**src/rtl/external_link_arbiter_if.sv**
```systemverilog
// Handshake bundle between the per-link FIFOs and the shared tagged inter-FPGA channel.
// The slave modport is the arbiter's side; master is the link/channel environment.
interface external_link_arbiter_if #(
  parameter int NUM_LINKS      = 4,
  parameter int FIFO_DATA_SIZE = 10,
  parameter int TAG_WIDTH      = $clog2(NUM_LINKS)
) ();
  localparam int CH_W = TAG_WIDTH + FIFO_DATA_SIZE;

  logic [NUM_LINKS*FIFO_DATA_SIZE-1:0] link_out_data;
  logic [NUM_LINKS-1:0]                link_out_valid;
  logic [NUM_LINKS-1:0]                link_out_ready;
  logic [CH_W-1:0]                     ch_out_data;
  logic                                ch_out_valid;
  logic                                ch_out_ready;
  logic [CH_W-1:0]                     ch_in_data;
  logic                                ch_in_valid;
  logic                                ch_in_ready;
  logic [NUM_LINKS*FIFO_DATA_SIZE-1:0] link_in_data;
  logic [NUM_LINKS-1:0]                link_in_valid;
  logic [NUM_LINKS-1:0]                link_in_ready;

  modport slave (
    input  link_out_data, link_out_valid, ch_out_ready, ch_in_data, ch_in_valid, link_in_ready,
    output link_out_ready, ch_out_data, ch_out_valid, ch_in_ready, link_in_data, link_in_valid
  );

  modport master (
    output link_out_data, link_out_valid, ch_out_ready, ch_in_data, ch_in_valid, link_in_ready,
    input  link_out_ready, ch_out_data, ch_out_valid, ch_in_ready, link_in_data, link_in_valid
  );
endinterface

```
**src/rtl/external_link_arbiter.sv**
```systemverilog
// Multiplexes NUM_LINKS neighbor links onto one tagged channel (round-robin, 1-beat obuf)
// and demultiplexes the inbound tagged channel back to the links through a 1-beat ibuf.
module external_link_lane #(
  parameter int LANE      = 0,
  parameter int TAG_WIDTH = 2
) (
  input  logic                 ibuf_vld,
  input  logic [TAG_WIDTH-1:0] ibuf_tag,
  input  logic                 grant,
  input  logic [TAG_WIDTH-1:0] win_idx,
  input  logic                 link_in_ready,
  output logic                 link_in_valid,
  output logic                 drain,
  output logic                 link_out_ready
);
  localparam logic [TAG_WIDTH-1:0] ID = TAG_WIDTH'(LANE);

  assign link_in_valid  = ibuf_vld && (ibuf_tag == ID);
  assign drain          = link_in_valid && link_in_ready;
  assign link_out_ready = grant && (win_idx == ID);
endmodule

module external_link_arbiter #(
  parameter int                     NUM_LINKS                 = 4,
  parameter int                     FIFO_DATA_SIZE            = 10,
  parameter int                     TAG_WIDTH                 = $clog2(NUM_LINKS),
  parameter int                     STAGE_WIDTH               = 3,
  parameter logic [STAGE_WIDTH-1:0] STAGE_MEASUREMENT_LOADING = STAGE_WIDTH'(2)
) (
  input  logic                   clk,
  input  logic                   reset,
  input  logic [STAGE_WIDTH-1:0] global_stage,
  external_link_arbiter_if.slave bus,
  output logic                   idle,
  output logic                   err_bad_tag
);
  localparam int CH_W = TAG_WIDTH + FIFO_DATA_SIZE;
  localparam int TW1  = TAG_WIDTH + 1;
  // Link count in TAG_WIDTH+1 bits so it never truncates when NUM_LINKS is a power of two.
  localparam logic [TW1-1:0]       NL   = TW1'(NUM_LINKS);
  localparam logic [TAG_WIDTH-1:0] LAST = TAG_WIDTH'(NUM_LINKS - 1);

  logic [NUM_LINKS-1:0][FIFO_DATA_SIZE-1:0] lod;
  logic [2*NUM_LINKS-1:0]  vv;
  logic [TW1-1:0]          win_off, win_sum;
  logic [TAG_WIDTH-1:0]    win_idx, rr_ptr;
  logic [FIFO_DATA_SIZE-1:0] win_data;
  logic                    win_found, flush, ob_accept, grant;
  logic                    obuf_vld, ibuf_vld, drain, accept, good_tag;
  logic [CH_W-1:0]         obuf_data;
  logic [TAG_WIDTH-1:0]    ibuf_tag, in_tag;
  logic [FIFO_DATA_SIZE-1:0] ibuf_data;
  logic [NUM_LINKS-1:0]    drain_vec;

  assign lod   = bus.link_out_data;
  assign flush = (global_stage == STAGE_MEASUREMENT_LOADING);

  // Rotate valids so bit 0 is rr_ptr; lowest set bit is the winner's offset.
  always_comb begin
    vv        = {bus.link_out_valid, bus.link_out_valid} >> rr_ptr;
    win_found = 1'b0;
    win_off   = '0;
    for (int k = NUM_LINKS - 1; k >= 0; k--) begin
      if (vv[k]) begin
        win_found = 1'b1;
        win_off   = TW1'(k);
      end
    end
    win_sum = {1'b0, rr_ptr} + win_off;
    if (win_sum >= NL) win_sum = win_sum - NL;
    win_idx  = win_sum[TAG_WIDTH-1:0];
    win_data = '0;
    for (int i = 0; i < NUM_LINKS; i++) begin
      if (win_idx == TAG_WIDTH'(i)) win_data = lod[i];
    end
  end

  assign ob_accept = !obuf_vld || bus.ch_out_ready;
  // Gated by reset so no grant is offered while the block is held in reset.
  assign grant     = win_found && ob_accept && !flush && reset;

  always_ff @(posedge clk or negedge reset) begin
    if (!reset) begin
      obuf_vld  <= 1'b0;
      obuf_data <= '0;
      rr_ptr    <= '0;
    end else if (flush) begin
      obuf_vld <= 1'b0;
      rr_ptr   <= '0;
    end else if (grant) begin
      obuf_vld  <= 1'b1;
      obuf_data <= {win_idx, win_data};
      rr_ptr    <= (win_idx == LAST) ? '0 : win_idx + 1'b1;
    end else if (bus.ch_out_ready) begin
      obuf_vld <= 1'b0;
    end
  end

  assign bus.ch_out_valid = obuf_vld;
  assign bus.ch_out_data  = obuf_data;

  genvar gi;
  generate
    for (gi = 0; gi < NUM_LINKS; gi++) begin : g_lane
      external_link_lane #(.LANE(gi), .TAG_WIDTH(TAG_WIDTH)) u_lane (
        .ibuf_vld       (ibuf_vld),
        .ibuf_tag       (ibuf_tag),
        .grant          (grant),
        .win_idx        (win_idx),
        .link_in_ready  (bus.link_in_ready[gi]),
        .link_in_valid  (bus.link_in_valid[gi]),
        .drain          (drain_vec[gi]),
        .link_out_ready (bus.link_out_ready[gi])
      );
    end
  endgenerate

  assign drain           = |drain_vec;
  assign bus.ch_in_ready = flush || !ibuf_vld || drain;
  assign in_tag          = bus.ch_in_data[CH_W-1 -: TAG_WIDTH];
  assign good_tag        = ({1'b0, in_tag} < NL);
  assign accept          = bus.ch_in_valid && bus.ch_in_ready && !flush;

  // A bad-tag beat is consumed but never loaded, so the ibuf simply empties.
  always_ff @(posedge clk or negedge reset) begin
    if (!reset) begin
      ibuf_vld    <= 1'b0;
      ibuf_tag    <= '0;
      ibuf_data   <= '0;
      err_bad_tag <= 1'b0;
    end else begin
      if (accept && !good_tag) err_bad_tag <= 1'b1;
      if (flush) begin
        ibuf_vld <= 1'b0;
      end else if (accept && good_tag) begin
        ibuf_vld  <= 1'b1;
        ibuf_tag  <= in_tag;
        ibuf_data <= bus.ch_in_data[FIFO_DATA_SIZE-1:0];
      end else if (drain) begin
        ibuf_vld <= 1'b0;
      end
    end
  end

  assign bus.link_in_data = {NUM_LINKS{ibuf_data}};
  assign idle             = !obuf_vld && !ibuf_vld && (bus.link_out_valid == '0);
endmodule

```
**src/flat_wrapper.sv**
```systemverilog
// flat-port wrapper written by rule: the top's interface ports become plain ports
module external_link_arbiter_flat 
#(
  parameter int                     NUM_LINKS                 = 4,
  parameter int                     FIFO_DATA_SIZE            = 10,
  parameter int                     TAG_WIDTH                 = $clog2(NUM_LINKS),
  parameter int                     STAGE_WIDTH               = 3,
  parameter logic [STAGE_WIDTH-1:0] STAGE_MEASUREMENT_LOADING = STAGE_WIDTH'(2)
)
  (clk, reset, global_stage, idle, err_bad_tag, bus_link_out_data, bus_link_out_valid, bus_ch_out_ready, bus_ch_in_data, bus_ch_in_valid, bus_link_in_ready, bus_link_out_ready, bus_ch_out_data, bus_ch_out_valid, bus_ch_in_ready, bus_link_in_data, bus_link_in_valid);
  external_link_arbiter_if #(.NUM_LINKS(NUM_LINKS), .FIFO_DATA_SIZE(FIFO_DATA_SIZE), .TAG_WIDTH(TAG_WIDTH)) bus_i ();
  input  logic clk;
  input  logic reset;
  input  logic [STAGE_WIDTH-1:0] global_stage;
  output logic idle;
  output logic err_bad_tag;
  input wire logic [$bits(bus_i.link_out_data)-1:0] bus_link_out_data;
  input wire logic [$bits(bus_i.link_out_valid)-1:0] bus_link_out_valid;
  input wire logic [$bits(bus_i.ch_out_ready)-1:0] bus_ch_out_ready;
  input wire logic [$bits(bus_i.ch_in_data)-1:0] bus_ch_in_data;
  input wire logic [$bits(bus_i.ch_in_valid)-1:0] bus_ch_in_valid;
  input wire logic [$bits(bus_i.link_in_ready)-1:0] bus_link_in_ready;
  output wire logic [$bits(bus_i.link_out_ready)-1:0] bus_link_out_ready;
  output wire logic [$bits(bus_i.ch_out_data)-1:0] bus_ch_out_data;
  output wire logic [$bits(bus_i.ch_out_valid)-1:0] bus_ch_out_valid;
  output wire logic [$bits(bus_i.ch_in_ready)-1:0] bus_ch_in_ready;
  output wire logic [$bits(bus_i.link_in_data)-1:0] bus_link_in_data;
  output wire logic [$bits(bus_i.link_in_valid)-1:0] bus_link_in_valid;
  assign bus_i.link_out_data = bus_link_out_data;
  assign bus_i.link_out_valid = bus_link_out_valid;
  assign bus_i.ch_out_ready = bus_ch_out_ready;
  assign bus_i.ch_in_data = bus_ch_in_data;
  assign bus_i.ch_in_valid = bus_ch_in_valid;
  assign bus_i.link_in_ready = bus_link_in_ready;
  assign bus_link_out_ready = bus_i.link_out_ready;
  assign bus_ch_out_data = bus_i.ch_out_data;
  assign bus_ch_out_valid = bus_i.ch_out_valid;
  assign bus_ch_in_ready = bus_i.ch_in_ready;
  assign bus_link_in_data = bus_i.link_in_data;
  assign bus_link_in_valid = bus_i.link_in_valid;
  external_link_arbiter #(.NUM_LINKS(NUM_LINKS), .FIFO_DATA_SIZE(FIFO_DATA_SIZE), .TAG_WIDTH(TAG_WIDTH), .STAGE_WIDTH(STAGE_WIDTH), .STAGE_MEASUREMENT_LOADING(STAGE_MEASUREMENT_LOADING)) u_core (.clk(clk), .reset(reset), .global_stage(global_stage), .bus(bus_i), .idle(idle), .err_bad_tag(err_bad_tag));
endmodule
```
**config.mk**
```make
export PLATFORM = sky130hd
export DESIGN_NAME = external_link_arbiter_flat
export DESIGN_NICKNAME = d
export VERILOG_FILES = /design/src/rtl/external_link_arbiter_if.sv /design/src/rtl/external_link_arbiter.sv /design/src/flat_wrapper.sv
export SDC_FILE = /design/constraint.sdc
export NUM_CORES = 1
export LEC_CHECK = 0
export ABC_AREA = 0
export CAP_MARGIN = 5
export CORE_MARGIN = 2
export CORE_UTILIZATION = 36
export DETAILED_ROUTE_END_ITERATION = 12
export GPL_TIMING_DRIVEN = 0
export PLACE_DENSITY_LB_ADDON = 0.3
export REMOVE_ABC_BUFFERS = 1
export SETUP_SLACK_MARGIN = 0.1
export SYNTH_ARGS = -nofsm -noshare
export SYNTH_HDL_FRONTEND = slang
export SYNTH_HIERARCHICAL = 1
export SYNTH_SLANG_ARGS = --single-unit
```
**constraint.sdc**
```tcl
create_clock -name clk -period 4.2 [get_ports clk]
set_clock_uncertainty 0.05 [all_clocks]
set_input_delay 0.42 -clock clk [delete_from_list [all_inputs] [get_ports clk]]
set_output_delay 0.42 -clock clk [all_outputs]
set_load 0.02 [all_outputs]
```
### After elaboration in Yosys (flattened, before gate mapping)

Index checks and enable logic that the tools add are counted.

* bits of input ports: 67
* output and inout bits: 64
* register bits: 28
* word-level logic and storage cells: 75

* magnitude comparators: 1
* shift operators: 1
* mux-type cells: 22
* equality and inequality tests: 7
* reductions and logical operators: 34
* bitwise operators: 1
* add/sub/neg operators: 3

Operators with widths (number)
* two-way mux 10 bit: 4
* logical AND 1 bit: 19
* two-way mux 1 bit: 10
* two-way mux 2 bit: 5
* two-way mux 3 bit: 3
* == test 2 bit, second input constant: 4
* >> shifter 8 x 2 -> 4 bit: 1
* nonzero test 3 bit: 2
* == test 2 x 1 -> 1 bit, second input constant: 2
* logical NOT 2 bit: 2
* logical NOT 4 bit: 1
* AND reduction 2 bit: 2
* OR reduction 4 bit: 1
* adder 2 x 3 -> 3 bit: 1
* == test 3 x 2 -> 1 bit, second input constant: 1
* >= comparator 3 bit, second input constant: 1
* logical NOT 1 bit: 3
* logical OR 1 bit: 3
* adder 2 x 1 -> 2 bit, second input constant: 1
* nonzero test 2 bit: 1
* subtractor 2 x 1 -> 2 bit, second input constant: 1
* inverter 1 bit: 1

### Depth between registers and ports, before layout

* depth after elaboration: 13
* depth in mapped cells: 14
* gate-level depth less buffers: 12

### Modules after synthesis

The synthesis kept the hierarchy.

By module, submodules not included
* external_link_arbiter: instances 1, cells each 206, area each 1881.8 sq um
* external_link_lane at u_core.g_lane[1].u_lane ...: instances 2, cells each 3, area each 28.8 sq um
* external_link_lane at u_core.g_lane[0].u_lane: instances 1, cells each 3, area each 27.5 sq um
* external_link_lane at u_core.g_lane[3].u_lane: instances 1, cells each 3, area each 22.5 sq um

### Worst setup path after synthesis

Ideal clock, no wire load.

* kind: flip-flop to flip-flop
* start point: register u_core.rr_ptr[0]
* end point: register u_core.obuf_data[5] (netlist: u_core/bus.ch_out_data[5])
* path buffers: 2
* slack: 1.236 ns
* data arrival time: 2.831 ns
* library setup time: 0.083 ns
* stages on the path, launching flop included: 14
* path through: dfrtp_1 > clkbuf_1 > nor2_1 > a221o_1 > nand2_1 > o221ai_1 > ha_1 > xor2_1 > xor2_1 > ha_1 > clkbuf_1 > a221oi_1 > o31a_1 > o21ai_0

* word-level cells in the longest chain between the ends: 13
* elaborated cells between the ends (all ways): 25
* those cells by class: add/sub (2); order compare (1); eq/ne (3); shift (1); mux (13); reduce/logical (5)

Ends and longest elaborated chain
* start, declared: RTL line external_link_arbiter.sv:46 `logic [TAG_WIDTH-1:0] win_idx, rr_ptr;`
* start signal, assigned: RTL line external_link_arbiter.sv:93 `rr_ptr <= (win_idx == LAST) ? '0 : win_idx + 1'b1;`
* >> shifter 8 x 2 -> 4 bit: RTL line external_link_arbiter.sv:60 `vv = {bus.link_out_valid, bus.link_out_valid} >> rr_ptr;`
* two-way mux 2 bit: RTL line external_link_arbiter.sv:64 `if (vv[k]) begin`
* two-way mux 3 bit (3 in series): RTL line external_link_arbiter.sv:64
* adder 2 x 3 -> 3 bit *: RTL line external_link_arbiter.sv:69 `win_sum = {1'b0, rr_ptr} + win_off;`
* >= comparator 3 bit or subtractor 2 x 1 -> 2 bit (tied branches): RTL line external_link_arbiter.sv:70 `if (win_sum >= NL) win_sum = win_sum - NL;`
* two-way mux 2 bit *: RTL line external_link_arbiter.sv:70
* net u_core.win_sum[1]: RTL line external_link_arbiter.sv:45 `logic [TW1-1:0] win_off, win_sum;`
* logical NOT 2 bit: RTL line external_link_arbiter.sv:74 `if (win_idx == TAG_WIDTH'(i)) win_data = lod[i];`
* two-way mux 10 bit (3 in series): RTL line external_link_arbiter.sv:74
* two-way mux 10 bit *: RTL line external_link_arbiter.sv:74
* end signal, assigned: RTL line external_link_arbiter.sv:92 `obuf_data <= {win_idx, win_data};`
* end, declared: RTL line external_link_arbiter.sv:50 `logic [CH_W-1:0] obuf_data;`

Mark *: on every way through the listed nets, which the timed path passes. The rest lies on a longest branch.
A chain may end at the register's enable or synchronous reset.

### Worst setup path after layout

* start point: input port bus_link_out_valid[0]
* end point: register u_core.obuf_data[5] (netlist: u_core/bus.ch_out_data[5])

* word-level cells in the longest chain between the ends: 13
* elaborated cells between the ends (all ways): 25
* those cells by class: add/sub (2); order compare (1); eq/ne (3); shift (1); mux (13); reduce/logical (5)

Ends and longest elaborated chain
* start, declared: RTL line flat_wrapper.sv:18 `input wire logic [$bits(bus_i.link_out_valid)-1:0] bus_link_out_valid;`
* >> shifter 8 x 2 -> 4 bit *: RTL line external_link_arbiter.sv:60
* two-way mux 2 bit: RTL line external_link_arbiter.sv:64
* two-way mux 3 bit (3 in series): RTL line external_link_arbiter.sv:64
* adder 2 x 3 -> 3 bit: RTL line external_link_arbiter.sv:69
* >= comparator 3 bit or subtractor 2 x 1 -> 2 bit (tied branches): RTL line external_link_arbiter.sv:70
* two-way mux 2 bit: RTL line external_link_arbiter.sv:70
* logical NOT 2 bit: RTL line external_link_arbiter.sv:74
* two-way mux 10 bit (4 in series): RTL line external_link_arbiter.sv:74

Every way passes the cells marked *; elsewhere a longest branch is shown, timed or not.

==> impl_results.md <==
* Status: complete, no violations
* CTS clock-pin slew for the worst setup and hold paths at about 0.10 ns
* Vias in the first global route at approximately 1900
* Arrival @ worst endpoint at 3.99 ns
* LEAKAGE at roughly 1.3 nW
* Grt ovf at 0
* RSZ-0062 raised after global routing: no
* # diodes at 0
* Sequential power share at 20.3%
* Share of total power in the clock network at under 10%
* Worst-Skew Late Latency at approximately 0.27 ns
* TritonCTS sink count at 28
* Max-slew violation count at 0
* Final cell count without fillers at between 300 and 400
* Worst Hold Slack at ~0.12 ns
* Crit-path slowest cell: clkdlybuf4s50_1
* Routed wire length at around 5400 um
* Worst Tran Pin Value at 0.878 ns
* Vias/cell at about 4.9
* Placed Cells at roughly 380
* Area Overhead vs Synth at 58.9%
* Sw Share at between 40 and 50%
* Via Count at 1869
* Layout cells sized above 1 at under 10%
* Effective utilization at floorplan at between 30% and 40%
* Max IR drop VDD at 723 uV
* Yosys top cell area share at 35.2%
* Clock Tree Buf Depth at 2
* Clk root buf: clkbuf_8
* H-tree levels at 1
* Most Frequent Cell on Critical Path: ha_1
* Setup-failing EPs final at 0
* Part of the Yosys area used for sequential elements at about a third
* Mapped Cells at between 200 and 250
* Final HPWL DP at 4240 um
* Top cells by count, synth: buf_4, nand2_1, dfrtp_1
* CP peak stage delay at a little over 0.6 ns
* Rel. slew slack at 41.5%
* Avg Inst Size Synth at 9.13 um2
* Crit path kind: input port to flop
* Post-synth EDFFs at 0
* Leading post-synthesis cells by cell area: dfrtp_1, buf_4, mux2_2
* Startpoint Class: input port
* Crit-path cells: clkdlybuf4s50_1 -> nor2_1 -> a221o_1 -> nand2_1 -> o221ai_1 -> ha_1 -> xor2_1 -> xnor2_1 -> ha_1 -> nor2b_1 -> a221oi_1 -> o31a_1 -> o21ai_0
* Final Hold Fails at 0
* Post-synth top flop: dfrtp_1
* Die height at about 80 um
* CTS Buf Count at 3
* Crit path required time at between 4 and 5 ns
* RD Place Congestion at 0.724
* Drc violations at 0
* Io pins at between 100 and 150
* # port buffers at between 100 and 150
* Post-synth ARST share at 100%
* Dpl ws at -0.0277 ns
* TritonCTS clock tree: done
* Int Pwr at 0.00141 W
* Fin crit share at between 90% and 100%
* Row Count at 27
* First DRT Iteration DRCs at 53
* Worst hold path class: input port to asynchronous set/reset pin
* Horiz. Die Dim at approximately 78 um
* First-pass GRT wire length at ~8700 um
* Critical Path Sink Type: flop
* Gate power share at between 70% and 80%
* Psw at about 0.0012 W
* First-pass detailed-route iteration total at 4
* Maximum number of pins on one net before global-route repair at 29
* Peak Freq at roughly 260 MHz
* Nets at 382
* Core area at between 5000 and 6000 um2
* Seq cells post-synth at 28
* Die ar. at roughly 6100 um2
* Drt wl/cell at 14.2 um
* Post-Syn Area at about 2000 um2
* Synth cell types at 43
* Antenna viol nets, final at 0
* Max-capacitance violation count at 0
* Final critical-path required period at approximately 3.9 ns
* Worst-path maximum fanout at 12
* Antenna violations before repair at 0
* Worst reg-to-reg setup slack at approximately 0.54 ns
* Setup WS post-layout at roughly 0.34 ns
* Largest area contributor in the netlist: dfrtp_1
* Total Routing Usage GR at 17.4%
* Cell area power density at 825 nW/um2
* Yosys Warn Count at 6
[routing by layer]
metal / share of wire, % / GRT usage [%] / wire, um / up-vias
met5: 0 / 0 / 0 / -
met3: 5.2 / 3.10 / 282 / 6
met2: 51 / 31.6 / 2740 / 54
li1: - / - / - / 923
met1: 43 / 20.6 / 2300 / 886
met4: 1.6 / 6.32 / 85 / 0
[through the flow]
stage          power [W]  setup TNS (ns)  util [%]  cell area (um2)
2_1_floorplan    0.00159               0         -             1690
3_3_place_gp     0.00241          -0.542      56.9             3070
3_5_place_dp     0.00245         -0.0277      57.4             3100
4_1_cts          0.00262               0      58.4             3160
5_1_grt          0.00278               0      58.5             3160
6_report         0.00261               0      58.5             3160
[final timing paths]
kind / startpoint / to / cells after the start
setup / recovery: bus_link_out_valid[0] / u_core/bus.ch_out_data[5] / 13
hold / removal: reset / u_core/ibuf_data[3] / 1
setup reg to reg: u_core/rr_ptr[0] / u_core/bus.ch_out_data[5] / 12
hold reg to reg: u_core/bus.ch_out_data[8] / u_core/bus.ch_out_data[8] / 2
max in group asynchronous: reset / u_core/bus.ch_out_data[11] / 2
min in group clk: u_core/bus.ch_out_data[8] / u_core/bus.ch_out_data[8] / 2
[logic make-up (layout without fill, tap and decap cells)]
family / count (synthesis) / after routing / synth area share [%]
simple gates: 78 / 78 / 20.8
fa+ha+maj: 5 / 5 / 3.14
compound gates: 43 / 43 / 16.2
xor+xnor: 3 / 3 / 1.32
mux: 13 / 13 / 7.36
buf+inv: 47 / 138 / 15.8
flops: 28 / 28 / 35.2
other cells: 1 / 1 / 0.188
[placed cells by master, fill, tap and decap left out, drive strengths merged, types with 4 or more instances in the layout]
| master | Yosys | final |
|---|---|---|
| and3b | 4 | 4 |
| o31a | 9 | 9 |
| dfrtp | 28 | 28 |
| mux2 | 13 | 13 |
| ha | 5 | 5 |
| nand2 | 31 | 31 |
| clkdlybuf4s50 | 0 | 128 |
| a221oi | 9 | 9 |
| nor3b | 6 | 6 |
| clkbuf | 7 | 4 |
| nor2 | 13 | 13 |
| o21ai | 13 | 13 |
| nor2b | 5 | 5 |
[cell type report]
cell class / instances / area (um2)
fill: 497 / 2240
timing repair buffer: 130 / 1320
multi-input combinational: 143 / 977
sequential: 28 / 701
tap: 72 / 90.1
clock buffer: 4 / 55.1
inverter: 4 / 17.5
[state kept, by name (all words and copies together) (netlist names)]
name,flops
u_core/bus.ch_out_data,12
u_core/bus.ch_out_valid,1
u_core/ibuf_data,10
u_core/ibuf_tag,2
u_core/ibuf_vld,1
u_core/rr_ptr,2
[critical path, delay by kind of cell]
kind            cells  cell delay (ns)
compound gates      5             1.13
simple gates        3             0.74
buf+inv             1             0.61
fa+ha+maj           2             0.60
xor+xnor            2             0.49
[power by group through the flow]
stage,Sequential [W],Clock (W),Combinational [W]
floorplan,0.000829,0,0.000760
global placement,0.000526,0,0.00188
detailed placement,0.000536,0,0.00191
CTS,0.000532,0.000173,0.00192
global route,0.000558,0.000178,0.00204
finish,0.000529,0.000167,0.00191
[timing repair]
item	in CTS	in global routing
hold buffers	0	0
resized for setup	0	2
buffers inserted	0	0
setup endpoints to repair	0	14
hold endpoints to repair	0	0
Power figures use the tool's default switching activity.
